[src/rtl/cpu_pkg.sv]
// Shared CPU-side definitions for the instruction loader: loader FSM
// state encoding, instruction width and the default instruction-memory depth.
package cpu_pkg;

    localparam int INST_W            = 32;
    localparam int MEM_DEPTH_DEFAULT = 256;

    typedef enum logic [2:0] {
        IDLE  = 3'd0,
        LOAD  = 3'd1,
        CHECK = 3'd2,
        DONE  = 3'd3,
        ERR   = 3'd4
    } loader_state_t;

    // Two's-complement negation of a word; the trailing checksum word of an
    // image must equal this applied to the wrap-around sum of the program.
    function automatic logic [INST_W-1:0] neg_word(input logic [INST_W-1:0] w);
        return ~w + 32'd1;
    endfunction

endpackage

[src/rtl/inst_loader_if.sv]
// Program-image bus of the instruction loader: the valid/ready word source
// (inst_Din) and the word-addressed write port into instruction memory.
// slave  = the loader; master = whatever sources words and owns the memory.
interface inst_loader_if #(
    parameter int ADDR_W = 32
) ();

    logic [cpu_pkg::INST_W-1:0] din;
    logic                       din_valid;
    logic                       din_ready;
    logic                       mem_we;
    logic [ADDR_W-1:0]          mem_addr;
    logic [cpu_pkg::INST_W-1:0] mem_wdata;

    modport master (
        output din, din_valid,
        input  din_ready, mem_we, mem_addr, mem_wdata
    );

    modport slave (
        input  din, din_valid,
        output din_ready, mem_we, mem_addr, mem_wdata
    );

endinterface

[src/rtl/loader_addr_gen.sv]
// Address side of the instruction loader: latches base and length when a
// load starts, counts written words, forms the next write address and
// checks that the requested image fits in instruction memory.
module loader_addr_gen #(
    parameter int ADDR_W    = 32,
    parameter int LEN_W     = 16,
    parameter int MEM_DEPTH = 256
) (
    input  logic              clk,
    input  logic              rst,
    input  logic              load,
    input  logic              step,
    input  logic [ADDR_W-1:0] base_in,
    input  logic [LEN_W-1:0]  len_in,
    output logic [ADDR_W-1:0] addr,
    output logic [LEN_W-1:0]  count,
    output logic              last,
    output logic              oob,
    output logic              zero_len
);

    logic [ADDR_W-1:0] base_r;
    logic [LEN_W-1:0]  len_r;
    logic [LEN_W-1:0]  count_r;
    logic [ADDR_W:0]   end_s;

    // One extra bit so a base near the top of the address space cannot wrap
    // and slip past the bounds comparison.
    assign end_s    = {1'b0, base_in} + (ADDR_W+1)'(len_in);
    assign oob      = end_s > (ADDR_W+1)'(MEM_DEPTH);
    assign zero_len = (len_in == {LEN_W{1'b0}});
    assign addr     = base_r + ADDR_W'(count_r);
    assign last     = (count_r == (len_r - {{(LEN_W-1){1'b0}}, 1'b1}));
    assign count    = count_r;

    // Base/length capture on start and per-word counter.
    always_ff @(posedge clk) begin
        if (rst) begin
            base_r  <= {ADDR_W{1'b0}};
            len_r   <= {LEN_W{1'b0}};
            count_r <= {LEN_W{1'b0}};
        end else if (load) begin
            base_r  <= base_in;
            len_r   <= len_in;
            count_r <= {LEN_W{1'b0}};
        end else if (step) begin
            count_r <= count_r + {{(LEN_W-1){1'b0}}, 1'b1};
        end else begin
            count_r <= count_r;
        end
    end

endmodule

[src/rtl/inst_loader.sv]
// Instruction-memory loader: streams a program image from inst_Din into
// instruction memory and holds the CPU until the whole image is written.
// Optional build macro LOADER_CHECKSUM_EN adds a trailing checksum word
// (CHECK state) and the sum_out port.
module inst_loader
    import cpu_pkg::*;
#(
    parameter int ADDR_W    = 32,
    parameter int MEM_DEPTH = MEM_DEPTH_DEFAULT,
    parameter int LEN_W     = 16
) (
    input  logic              clk,
    input  logic              rst,
    input  logic              start,
    input  logic [ADDR_W-1:0] load_base,
    input  logic [LEN_W-1:0]  load_len,
    inst_loader_if.slave      bus,
    output logic              cpu_hold,
    output logic              busy,
    output logic              done,
    output logic              error,
    output logic [LEN_W-1:0]  word_count
`ifdef LOADER_CHECKSUM_EN
    ,
    output logic [INST_W-1:0] sum_out
`endif
);

    loader_state_t     state_r, next_state_s;
    logic              start_ok_s, xfer_s, load_xfer_s;
    logic              last_s, oob_s, zero_len_s;
    logic [ADDR_W-1:0] addr_s;
    logic              din_ready_r, busy_r, done_r, error_r, hold_r, mem_we_r;
    logic              din_ready_n_s, busy_n_s, done_n_s, error_n_s, hold_n_s, mem_we_n_s;
    logic [ADDR_W-1:0] mem_addr_r, mem_addr_n_s;
    logic [INST_W-1:0] mem_wdata_r, mem_wdata_n_s;

    assign start_ok_s  = start && ((state_r == IDLE) || (state_r == DONE) || (state_r == ERR));
    assign xfer_s      = bus.din_valid && din_ready_r;
    assign load_xfer_s = xfer_s && (state_r == LOAD);

`ifdef LOADER_CHECKSUM_EN
    logic [INST_W-1:0] sum_r;
    logic              check_xfer_s, sum_ok_s;

    assign check_xfer_s = xfer_s && (state_r == CHECK);
    assign sum_ok_s     = (bus.din == neg_word(sum_r));
    assign sum_out      = sum_r;

    // Wrap-around sum of the program words written in this load.
    always_ff @(posedge clk) begin
        if (rst) begin
            sum_r <= 32'd0;
        end else if (start_ok_s) begin
            sum_r <= 32'd0;
        end else if (load_xfer_s) begin
            sum_r <= sum_r + bus.din;
        end else begin
            sum_r <= sum_r;
        end
    end
`endif

    loader_addr_gen #(
        .ADDR_W    (ADDR_W),
        .LEN_W     (LEN_W),
        .MEM_DEPTH (MEM_DEPTH)
    ) u_addr_gen (
        .clk      (clk),
        .rst      (rst),
        .load     (start_ok_s),
        .step     (load_xfer_s),
        .base_in  (load_base),
        .len_in   (load_len),
        .addr     (addr_s),
        .count    (word_count),
        .last     (last_s),
        .oob      (oob_s),
        .zero_len (zero_len_s)
    );

    // FSM state register.
    always_ff @(posedge clk) begin
        if (rst) begin
            state_r <= IDLE;
        end else begin
            state_r <= next_state_s;
        end
    end

    // Next-state decode.
    always_comb begin
        next_state_s = state_r;
        case (state_r)
            IDLE, DONE, ERR: begin
                if (start_ok_s) begin
                    if (oob_s) begin
                        next_state_s = ERR;
                    end else if (zero_len_s) begin
                        next_state_s = DONE;
                    end else begin
                        next_state_s = LOAD;
                    end
                end else begin
                    next_state_s = state_r;
                end
            end
            LOAD: begin
                if (load_xfer_s && last_s) begin
`ifdef LOADER_CHECKSUM_EN
                    next_state_s = CHECK;
`else
                    next_state_s = DONE;
`endif
                end else begin
                    next_state_s = LOAD;
                end
            end
`ifdef LOADER_CHECKSUM_EN
            CHECK: begin
                if (check_xfer_s) begin
                    next_state_s = sum_ok_s ? DONE : ERR;
                end else begin
                    next_state_s = CHECK;
                end
            end
`endif
            default: next_state_s = IDLE;
        endcase
    end

    // Next values of the registered outputs. Status flags follow the
    // upcoming state; cpu_hold only drops after a full cycle in DONE so the
    // final write lands before the first fetch.
    always_comb begin
        busy_n_s      = (next_state_s == LOAD) || (next_state_s == CHECK);
        din_ready_n_s = (next_state_s == LOAD) || (next_state_s == CHECK);
        done_n_s      = (next_state_s == DONE);
        error_n_s     = (next_state_s == ERR);
        mem_we_n_s    = load_xfer_s;
        if ((state_r == DONE) && !start_ok_s) begin
            hold_n_s = 1'b0;
        end else begin
            hold_n_s = 1'b1;
        end
        if (load_xfer_s) begin
            mem_addr_n_s  = addr_s;
            mem_wdata_n_s = bus.din;
        end else begin
            mem_addr_n_s  = mem_addr_r;
            mem_wdata_n_s = mem_wdata_r;
        end
    end

    // Output registers.
    always_ff @(posedge clk) begin
        if (rst) begin
            din_ready_r <= 1'b0;
            busy_r      <= 1'b0;
            done_r      <= 1'b0;
            error_r     <= 1'b0;
            hold_r      <= 1'b1;
            mem_we_r    <= 1'b0;
            mem_addr_r  <= {ADDR_W{1'b0}};
            mem_wdata_r <= 32'd0;
        end else begin
            din_ready_r <= din_ready_n_s;
            busy_r      <= busy_n_s;
            done_r      <= done_n_s;
            error_r     <= error_n_s;
            hold_r      <= hold_n_s;
            mem_we_r    <= mem_we_n_s;
            mem_addr_r  <= mem_addr_n_s;
            mem_wdata_r <= mem_wdata_n_s;
        end
    end

    assign bus.din_ready = din_ready_r;
    assign bus.mem_we    = mem_we_r;
    assign bus.mem_addr  = mem_addr_r;
    assign bus.mem_wdata = mem_wdata_r;
    assign busy          = busy_r;
    assign done          = done_r;
    assign error         = error_r;
    assign cpu_hold      = hold_r;

endmodule

[src/flat_wrapper.sv]
// flat-port wrapper written by rule: the top's interface ports become plain ports
module inst_loader_flat import cpu_pkg::*;
#(
    parameter int ADDR_W    = 32,
    parameter int MEM_DEPTH = MEM_DEPTH_DEFAULT,
    parameter int LEN_W     = 16
)
  (clk, rst, start, load_base, load_len, cpu_hold, busy, done, error, word_count, bus_din, bus_din_valid, bus_din_ready, bus_mem_we, bus_mem_addr, bus_mem_wdata);
  inst_loader_if #(.ADDR_W(ADDR_W)) bus_i ();
  input  logic clk;
  input  logic rst;
  input  logic start;
  input  logic [ADDR_W-1:0] load_base;
  input  logic [LEN_W-1:0] load_len;
  output logic cpu_hold;
  output logic busy;
  output logic done;
  output logic error;
  output logic [LEN_W-1:0] word_count;
  input wire logic [$bits(bus_i.din)-1:0] bus_din;
  input wire logic [$bits(bus_i.din_valid)-1:0] bus_din_valid;
  output wire logic [$bits(bus_i.din_ready)-1:0] bus_din_ready;
  output wire logic [$bits(bus_i.mem_we)-1:0] bus_mem_we;
  output wire logic [$bits(bus_i.mem_addr)-1:0] bus_mem_addr;
  output wire logic [$bits(bus_i.mem_wdata)-1:0] bus_mem_wdata;
  assign bus_i.din = bus_din;
  assign bus_i.din_valid = bus_din_valid;
  assign bus_din_ready = bus_i.din_ready;
  assign bus_mem_we = bus_i.mem_we;
  assign bus_mem_addr = bus_i.mem_addr;
  assign bus_mem_wdata = bus_i.mem_wdata;
  inst_loader #(.ADDR_W(ADDR_W), .MEM_DEPTH(MEM_DEPTH), .LEN_W(LEN_W)) u_core (.clk(clk), .rst(rst), .start(start), .load_base(load_base), .load_len(load_len), .bus(bus_i), .cpu_hold(cpu_hold), .busy(busy), .done(done), .error(error), .word_count(word_count));
endmodule
[config.mk]
export PLATFORM = sky130hd
export DESIGN_NAME = inst_loader_flat
export DESIGN_NICKNAME = d
export VERILOG_FILES = /design/src/rtl/cpu_pkg.sv /design/src/rtl/inst_loader_if.sv /design/src/rtl/loader_addr_gen.sv /design/src/rtl/inst_loader.sv /design/src/flat_wrapper.sv
export SDC_FILE = /design/constraint.sdc
export NUM_CORES = 1
export LEC_CHECK = 0
export CORE_MARGIN = 4
export CORE_UTILIZATION = 52
export DETAILED_ROUTE_END_ITERATION = 16
export PLACE_DENSITY = 0.84
export SYNTH_ARGS = -nofsm -noshare
export SYNTH_HDL_FRONTEND = slang
export SYNTH_HIERARCHICAL = 1
export SYNTH_SLANG_ARGS = --single-unit
export TNS_END_PERCENT = 100
[constraint.sdc]
create_clock -name clk -period 5.2 [get_ports clk]
set_input_delay 0.78 -clock clk [delete_from_list [all_inputs] [get_ports clk]]
set_output_delay 0.78 -clock clk [all_outputs]
set_load 0.005 [all_outputs]
Word level (Yosys, flattened, before mapping)
Cells that the tools add are included.

Register bits after elaboration: 136. Latch bits: 0. Memory bits (writable): 0. Memory bits (read-only): 0. Input port bits: 84. Output and inout bits: 86. Logic and storage cells: 43. Memories kept: 0.

$add $sub $neg: 4. $mul: 0. Div/mod/pow operators: 0. Order comparisons: 1. Equality and inequality tests: 8. Shift-type cells: 0. Multiplexer cells: 6. Bitwise logic cells: 0. Reduce and logical (&&, ||, !) cells: 13.

Operators by type and width (number): $add 32x16->33 (1); $gt 33x9->1 const B (1); $add 32x16->32 (1); $add 16x1->16 const B (1); $eq 16x16->1 (1); $logic_not 16->1 (1); $sub 16x1->16 const B (1); $eq 3x2->1 const B (3); $eq 3x1->1 const B (2); $eq 3x3->1 const B (2); $mux 3 (2); $pmux 3 s2 (1); $logic_and 1x1->1 (5); $mux 2 (2); $logic_not 3->1 (1); $logic_or 1x1->1 (3); $reduce_or 3->1 (1); $reduce_or 2->1 (1); $logic_not 1->1 (1); $mux 1 (1).

Longest topological paths before layout
Gate-level depths: netlist of the first run.

Word-level depth: 8. Mapped depth: 15.

Modules after synthesis
Netlist of the first run, hierarchy kept.

By module, submodules not included: loader_addr_gen (times used 1, cells each 637, area an instance 5276.3 um^2); inst_loader (times used 1, cells each 311, area an instance 2539.9 um^2).

Worst setup path after synthesis of the first run
OpenSTA, ideal clock, no wires.

Kind: input port to flip-flop. From: in load_base[0]. To: reg u_core.busy_r, in the netlist u_core/busy. Library setup time: 0.065 ns. Arrival time: 4.007 ns. Path slack: 1.128 ns. Stages: 14. Buffers on the path: 0. Cell sequence: ha_1 fa_1 a211oi_1 o21a_2 nor4_2 or4_4 a311oi_2 o311a_1 o311ai_1 nor4_1 nand4_1 or4b_1 a21oi_1 nor2b_1.

Word-level cells in the longest chain between the ends: 7. Elaborated cells on any way between the ends: 8.

Ends and longest elaborated chain: start, declared (RTL line flat_wrapper.sv:13) `input logic [ADDR_W-1:0] load_base;`; $add 32x16->33 * (RTL line loader_addr_gen.sv:29) `assign end_s = {1'b0, base_in} + (ADDR_W+1)'(len_in);`; $gt 33x9->1 * (RTL line loader_addr_gen.sv:30) `assign oob = end_s > (ADDR_W+1)'(MEM_DEPTH);`; via u_core.oob_s (RTL line inst_loader.sv:31) `logic last_s, oob_s, zero_len_s;`; $mux 3 * (RTL line inst_loader.sv:97) `if (oob_s) begin`; $mux 3 * (RTL line inst_loader.sv:96) `if (start_ok_s) begin`; $pmux 3 s2 * (RTL line inst_loader.sv:94) `case (state_r)`; $eq 3x1->1 / $eq 3x2->1 (equally long branches) (RTL line inst_loader.sv:136) `busy_n_s = (next_state_s == LOAD) || (next_state_s == CHECK);`; $logic_or 1x1->1 * (RTL line inst_loader.sv:136); end signal, assigned (RTL line inst_loader.sv:168) `busy_r <= busy_n_s;`; end, declared (RTL line inst_loader.sv:33) `logic din_ready_r, busy_r, done_r, error_r, hold_r, mem_we_r;`.

The timed path passes the listed nets; every way through them passes the cells marked *. A chain may end at the register's enable or synchronous reset.

Worst setup path in the final report of the first run
Same ends and word-level chain as after synthesis.

==> results of run 1 <==
## placed cells by master, fill, tap and decap left out, drive strengths merged, types with 22 or more instances in the layout
master and count:
a21oi 93, clkbuf 25, clkdlybuf4s50 168, dfxtp 136, ha 34, inv 22
mux2i 55, nand2 165, nand3 27, nor2 102, o21ai 24, xnor2 37
xor2 35
## kinds of logic after synthesis
logic type | after synthesis | synth area share
compound gates | 196 | 0.1694
flops | 136 | 0.3483
xor+xnor | 72 | 0.08068
fa+ha+maj | 36 | 0.05955
simple gates | 383 | 0.2239
mux | 57 | 0.07332
buf+inv | 68 | 0.04482
## stage by stage
stage               cell area (um^2)  utilization  hold WS, ps
floorplan                       7816            -        452.7
global placement                9499       0.6487        441.1
detailed placement              9499       0.6487        445.6
CTS                            10030       0.6849        453.1
global route                   10030       0.6849        469.0
finish                         10030       0.6849        449.8
## path summary, 6_finish.rpt
path                                  end  slack [ps]  cells after the start
setup reg to reg  u_core/bus.mem_addr[26]        1970                     14
hold reg to reg    u_core/bus.mem_addr[6]         450                      2
hold / removal     u_core/bus.mem_addr[6]         450                      2
setup / recovery              u_core/busy         730                     15
## area by class of cell
type,count,area (um^2),area share
Clock buffer,25,485.5,0.04840
Tap cell,184,230.2,0.02295
Multi-Input combinational cell,744,4745,0.4731
Sequential cell,136,2723,0.2715
Timing Repair Buffer,173,1719,0.1714
Clock inverter,4,45.04,0.004491
Inverter,22,82.58,0.008234
## power breakdown
part	leakage [uW]	switching (uW)	internal [uW]
registers	0.00111	27.5	1070
logic	0.00258	188	177
clock network	0.000263	414	684
## cell usage after synthesis, types with 3 or more instances
library cell | n | area (um^2)
a211o_1 | 4 | 35.03
a211oi_1 | 3 | 22.52
a21o_1 | 16 | 120.1
a21oi_1 | 93 | 465.5
and2_1 | 4 | 25.02
and3_1 | 8 | 50.05
and4_1 | 3 | 26.28
buf_2 | 10 | 50.05
buf_6 | 7 | 78.83
clkbuf_1 | 22 | 82.58
dfxtp_1 | 136 | 2723
ha_1 | 34 | 425.4
inv_1 | 21 | 78.83
mux2i_1 | 55 | 550.5
nand2_1 | 165 | 619.3
nand2b_1 | 4 | 25.02
nand3_1 | 27 | 135.1
nand4_1 | 15 | 93.84
nor2_1 | 101 | 379.1
nor2b_1 | 7 | 43.79
nor3_1 | 12 | 60.06
nor3b_1 | 4 | 30.03
nor4_1 | 6 | 37.54
o21a_1 | 7 | 52.55
o21ai_0 | 20 | 100.1
o21ai_1 | 4 | 20.02
o21bai_1 | 7 | 52.55
o21bai_2 | 3 | 33.78
o31ai_1 | 5 | 37.54
o32ai_1 | 3 | 26.28
or3_1 | 6 | 37.54
xnor2_1 | 37 | 324.1
xor2_1 | 35 | 306.5
## per-layer routing
metal	part of all wire	wire length, um
met1	0.46	9379
met2	0.45	9119
met3	0.068	1395
met4	0.024	487
met5	0	0
## flip-flops by register name (all words and copies together) (netlist names)
name and cells:
u_core/bus.mem_addr 32, u_core/bus.mem_wdata 32, u_core/bus.mem_we 1, u_core/busy 1, u_core/cpu_hold 1, u_core/done 1
u_core/error 1, u_core/state_r 3, u_core/u_addr_gen/base_r 32, u_core/u_addr_gen/count 16, u_core/u_addr_gen/len_r 16
## worst max-delay path, delay by kind of cell
kind                       cells  cell delay, ps
adders and majority gates      2             700
and+or+nand+nor                6            1740
AOI/OAI and AO/OA              6            1150
buffers and inverters          1             450
==> results.yml, run 1 <==
setup_path:
  cp.required_ps: 5550
  crit_chain: "clkdlybuf4s50_1 -> ha_1 -> fa_1 -> a211oi_1 -> o21a_2 -> nor4_2 -> or4_4 -> a311oi_2 -> o311a_1 -> o311ai_1 -> nor4_1 -> nand4_1 -> or4b_1 -> a21oi_1 -> nor2b_1"
  r2r_start: "u_core/u_addr_gen/count[0]"
  setup.worst_path.end_class: "flip-flop"
  cp.arrival_ps: 4830
  cp-startpoint: "load_base[0]"
  critPathMaxFanout: 4
  max_stage_delay_ps: 540
  startpoint_type: "input port"
  critical_path_class: "in2reg"
  critPathSlowestCell: "or4_4"
pwr:
  total_power_uw: 2557
  powerDensity_nw_per_um2: 255.0
  p_leak_uw: 0.003948
  peakVddDrop_mv: 0.2174
routing:
  vias_per_cell: 5.543
  routed_wl_um: 20380
  detail-route-antenna-nets: 0
  drt_first_pass_iters: 5
  drtIter0Drc: 469
  drcViolationCount: 0
  routedWlPerCell_um: 15.82
  vias: 7139
logic_synthesis:
  synth_warnings: 6
  syn_avg_cell_area_um2: 8.245
  synthArstFlopShare: 0
  yosysUniqueCellTypes: 83
  syn-instance-count: 948
  synth-seq-cells: 136
  synth_flop_cell: "dfxtp_1"
  syn-cell-area_um2: 7816
  synthesis.nets: 1068
  yosysSeqAreaShare: 0.3483
  synth_edf_count: 0
clocking:
  cts_resized: 0
  ctsHoldBuffers: 0
  cts_tree: "yes"
  cts-root-buf: "clkbuf_16"
  clk_transition_reported_paths_ps: 50
  htreeDepth: 4
  postCtsSetupBuffers: 0
  insertion_delay_ps: 420
  numCtsBuffers: 17
  clock_path_buffers: 2
  clock-sinks: 136
place:
  dp_cells: 1259
  pre_cts_ws_ps: 319.9
  gp_congestion: 0.9174
  dp_hpwl_um: 15090
  portBuffers: 169
sta:
  fin_crit_sh: 0.8600
  setup_viol: 0
  period_minus_slack_ps: 4472
  finalClockSkew_ps: 10.00
  setup_ws_ps: 727.8
  hold_viol: 0
  worst_pin_slew_ps: 979.1
  finalMaxSlewViolations: 0
  tns_ps: 0
  max_freq_ghz: 0.2236
  rsz0062_at_grt: "false"
  max-slew-margin-rel: 0.3472
floorplan:
  die_area_um2: 17060
  start_util: 0.5337
  ios: 170
  dieHeight_um: 130.6
  die_x_um: 130.6
  core_area_um2: 14640
  rows: 44
status:
  status: "finished clean"
global_route:
  met1_usage: 0.3376
  grt_antenna_before_repair: 0
  grt_first_pass_wirelength_um: 32940
  grt-busiest-layer: "met2"
  grtUsageMet2: 0.3744
  grt_max_degree: 82
  grt_pass1_vias: 6631
  grt_use_met3: 0.03821
  grtUsageTotal: 0.2401
  grt-ovfl-total: 0
hold_path:
  min_path_type: "reg2reg"
  hold_path_startpoint: "u_core/bus.mem_addr[6]"
run:
  cap_violations: 0
final_layout:
  syn_to_final_growth_pct: 28.32
  instances_no_fill: 1288
  drive_gt1_frac: 0.05616
  nets: 1214
  fillers: 1229
  diodes: 0
(Power assumes the default switching activity.)
==> run 2: changes to the inputs <==
- SKIP_LAST_GASP: unset -> 1
- clock period: 5.2 -> 4.31 ns (I/O delays scaled with it)
==> run 2 against run 1 <==
Utilization up 3.2 points. Clock power up 35%. Die area unchanged. Total power up 29%. Sequential share of layout area down 1.2 points. Critical endpoint unchanged. Highest routed layer is now met5.
==> results.yml, run 2 (synthesis results as in run 1) <==
status:
  status: "finished clean"
sta:
  setup_viol: 0
  fin_crit_sh: 0.9440
  rsz0062_at_grt: "false"
  max-slew-margin-rel: 0.4889
  worst_pin_slew_ps: 766.7
  finalClockSkew_ps: 4.965
  finalMaxSlewViolations: 0
  period_minus_slack_ps: 4069
  max_freq_ghz: 0.2458
  hold_viol: 0
  whs_ps: 450.1
  setup_ws_ps: 241.3
place:
  dp_hpwl_um: 15810
  dp_cells: 1308
  pre_cts_ws_ps: -378.5
  gp_congestion: 0.8878
  portBuffers: 169
pwr:
  p_leak_uw: 0.004220
  peakVddDrop_mv: 0.3035
  total_power_uw: 3295
  powerDensity_nw_per_um2: 313.6
routing:
  drcViolationCount: 0
  routed_wl_um: 21000
  drt_first_pass_iters: 6
  detail-route-antenna-nets: 0
  vias_per_cell: 5.537
  routedWlPerCell_um: 15.67
  drtIter0Drc: 499
  vias: 7420
run:
  cap_violations: 0
final_layout:
  final_cell_mix: "clkdlybuf4s50_1 (168), nand2_1 (165), dfxtp_1 (136)"
  diodes: 0
  nets: 1263
  syn_to_final_growth_pct: 34.40
  final_core_util: 0.7174
  drive_gt1_frac: 0.1073
  fillers: 1166
  layout_commonest_cell: "clkdlybuf4s50_1"
  instances_no_fill: 1340
setup_path:
  setup.worst_path.end_class: "flip-flop"
  critical_path_class: "in2reg"
  r2r_start: "u_core/u_addr_gen/count[2]"
  reg2reg_depth: 12
  critPathMaxFanout: 3
  rrSetupSlack_ps: 1150
  cp.arrival_ps: 4420
  r2r_end: "u_core/bus.mem_addr[28]"
  startpoint_type: "input port"
  cp.required_ps: 4660
hold_path:
  min_path_type: "reg2reg"
  hold_path_startpoint: "u_core/bus.mem_wdata[27]"
  hold_depth: 2
  whs_endpoint: "u_core/bus.mem_wdata[27]"
clocking:
  htreeDepth: 4
  postCtsSetupBuffers: 0
  clock_path_buffers: 2
  numCtsBuffers: 17
  cts_tree: "yes"
  cts-root-buf: "clkbuf_16"
  ctsHoldBuffers: 0
  clock-sinks: 136
  clk_transition_reported_paths_ps: 50
  insertion_delay_ps: 420
floorplan:
  die_x_um: 130.6
  dieHeight_um: 130.6
  rows: 44
  die_area_um2: 17060
  core_area_um2: 14640
  start_util: 0.5337
  ios: 170
global_route:
  grtUsageTotal: 0.2440
  grt_antenna_before_repair: 1
  grt_pass1_vias: 6800
  grt_first_pass_wirelength_um: 33330
  grt-ovfl-total: 0
  grt_max_degree: 72
run 2: cell types whose count changed in the layout (fill, tap and decap cells not counted), sizes merged:
cell / previous run / this run
buf: 5 / 54
bufinv: 1 / 3
clkbuf: 25 / 20
clkinv: 3 / 5
clkinvlp: 0 / 4
run 2: final cells by class:
class	instances	area [um^2]	share of cell area
clock buffer	20	466.7	0.04443
timing repair buffer	222	2087	0.1987
tap	184	230.2	0.02192
sequential	136	2723	0.2592
clock inverter	12	148.9	0.01417
multi-input combinational	744	4767	0.4538
inverter	22	82.58	0.007861
run 2: critical path: stages:
cell             delay, ps
clkdlybuf4s50_1        460
buf_4                  160
ha_1                   310
a211oi_2               210
o21bai_2               130
a2111oi_4              360
o31ai_2                160
a211oi_2               300
mux2_2                 370
o32a_2                 190
nor2_1                 110
nand4_1                120
or4b_1                 530
a21oi_2                190
nor2b_1                160
run 2: how the worst max path moves through the flow:
stage	startpoint	endpoint
floorplan	load_base[0]	u_core/busy
global placement	load_base[0]	u_core/busy
detailed placement	load_base[0]	u_core/busy
CTS	load_base[0]	u_core/busy
global route	load_len[0]	u_core/busy
finish	load_base[1]	u_core/busy
run 2: through the flow:
step / instance area (um^2) / setup TNS, ps
floorplan: 7816 / 0
global placement: 9867 / -874.5
detailed placement: 9867 / -1567
CTS: 10490 / 0
global route: 10510 / 0
finish: 10510 / 0
run 2: report_power, final:
| group | switching [uW] | internal [uW] | total (uW) |
|---|---|---|---|
| sequential | 33.5 | 1290 | 1320 |
| combinational | 240 | 253 | 494 |
| clock | 532 | 950 | 1480 |
run 2: what timing repair did:
| action | 4_1_cts | 5_1_grt |
|---|---|---|
| endpoints found under the setup margin | 1 | 6 |
| resized for setup | 1 | 4 |
| pin swaps | 0 | 3 |
run 2: layer usage:
metal | track usage | up-vias | part of all wire
met4 | 0.08590 | 2 | 0.021
li1 | - | 3696 | -
met5 | 0 | - | 0.00033
met2 | 0.3963 | 228 | 0.47
met1 | 0.3261 | 3452 | 0.45
met3 | 0.04593 | 42 | 0.056
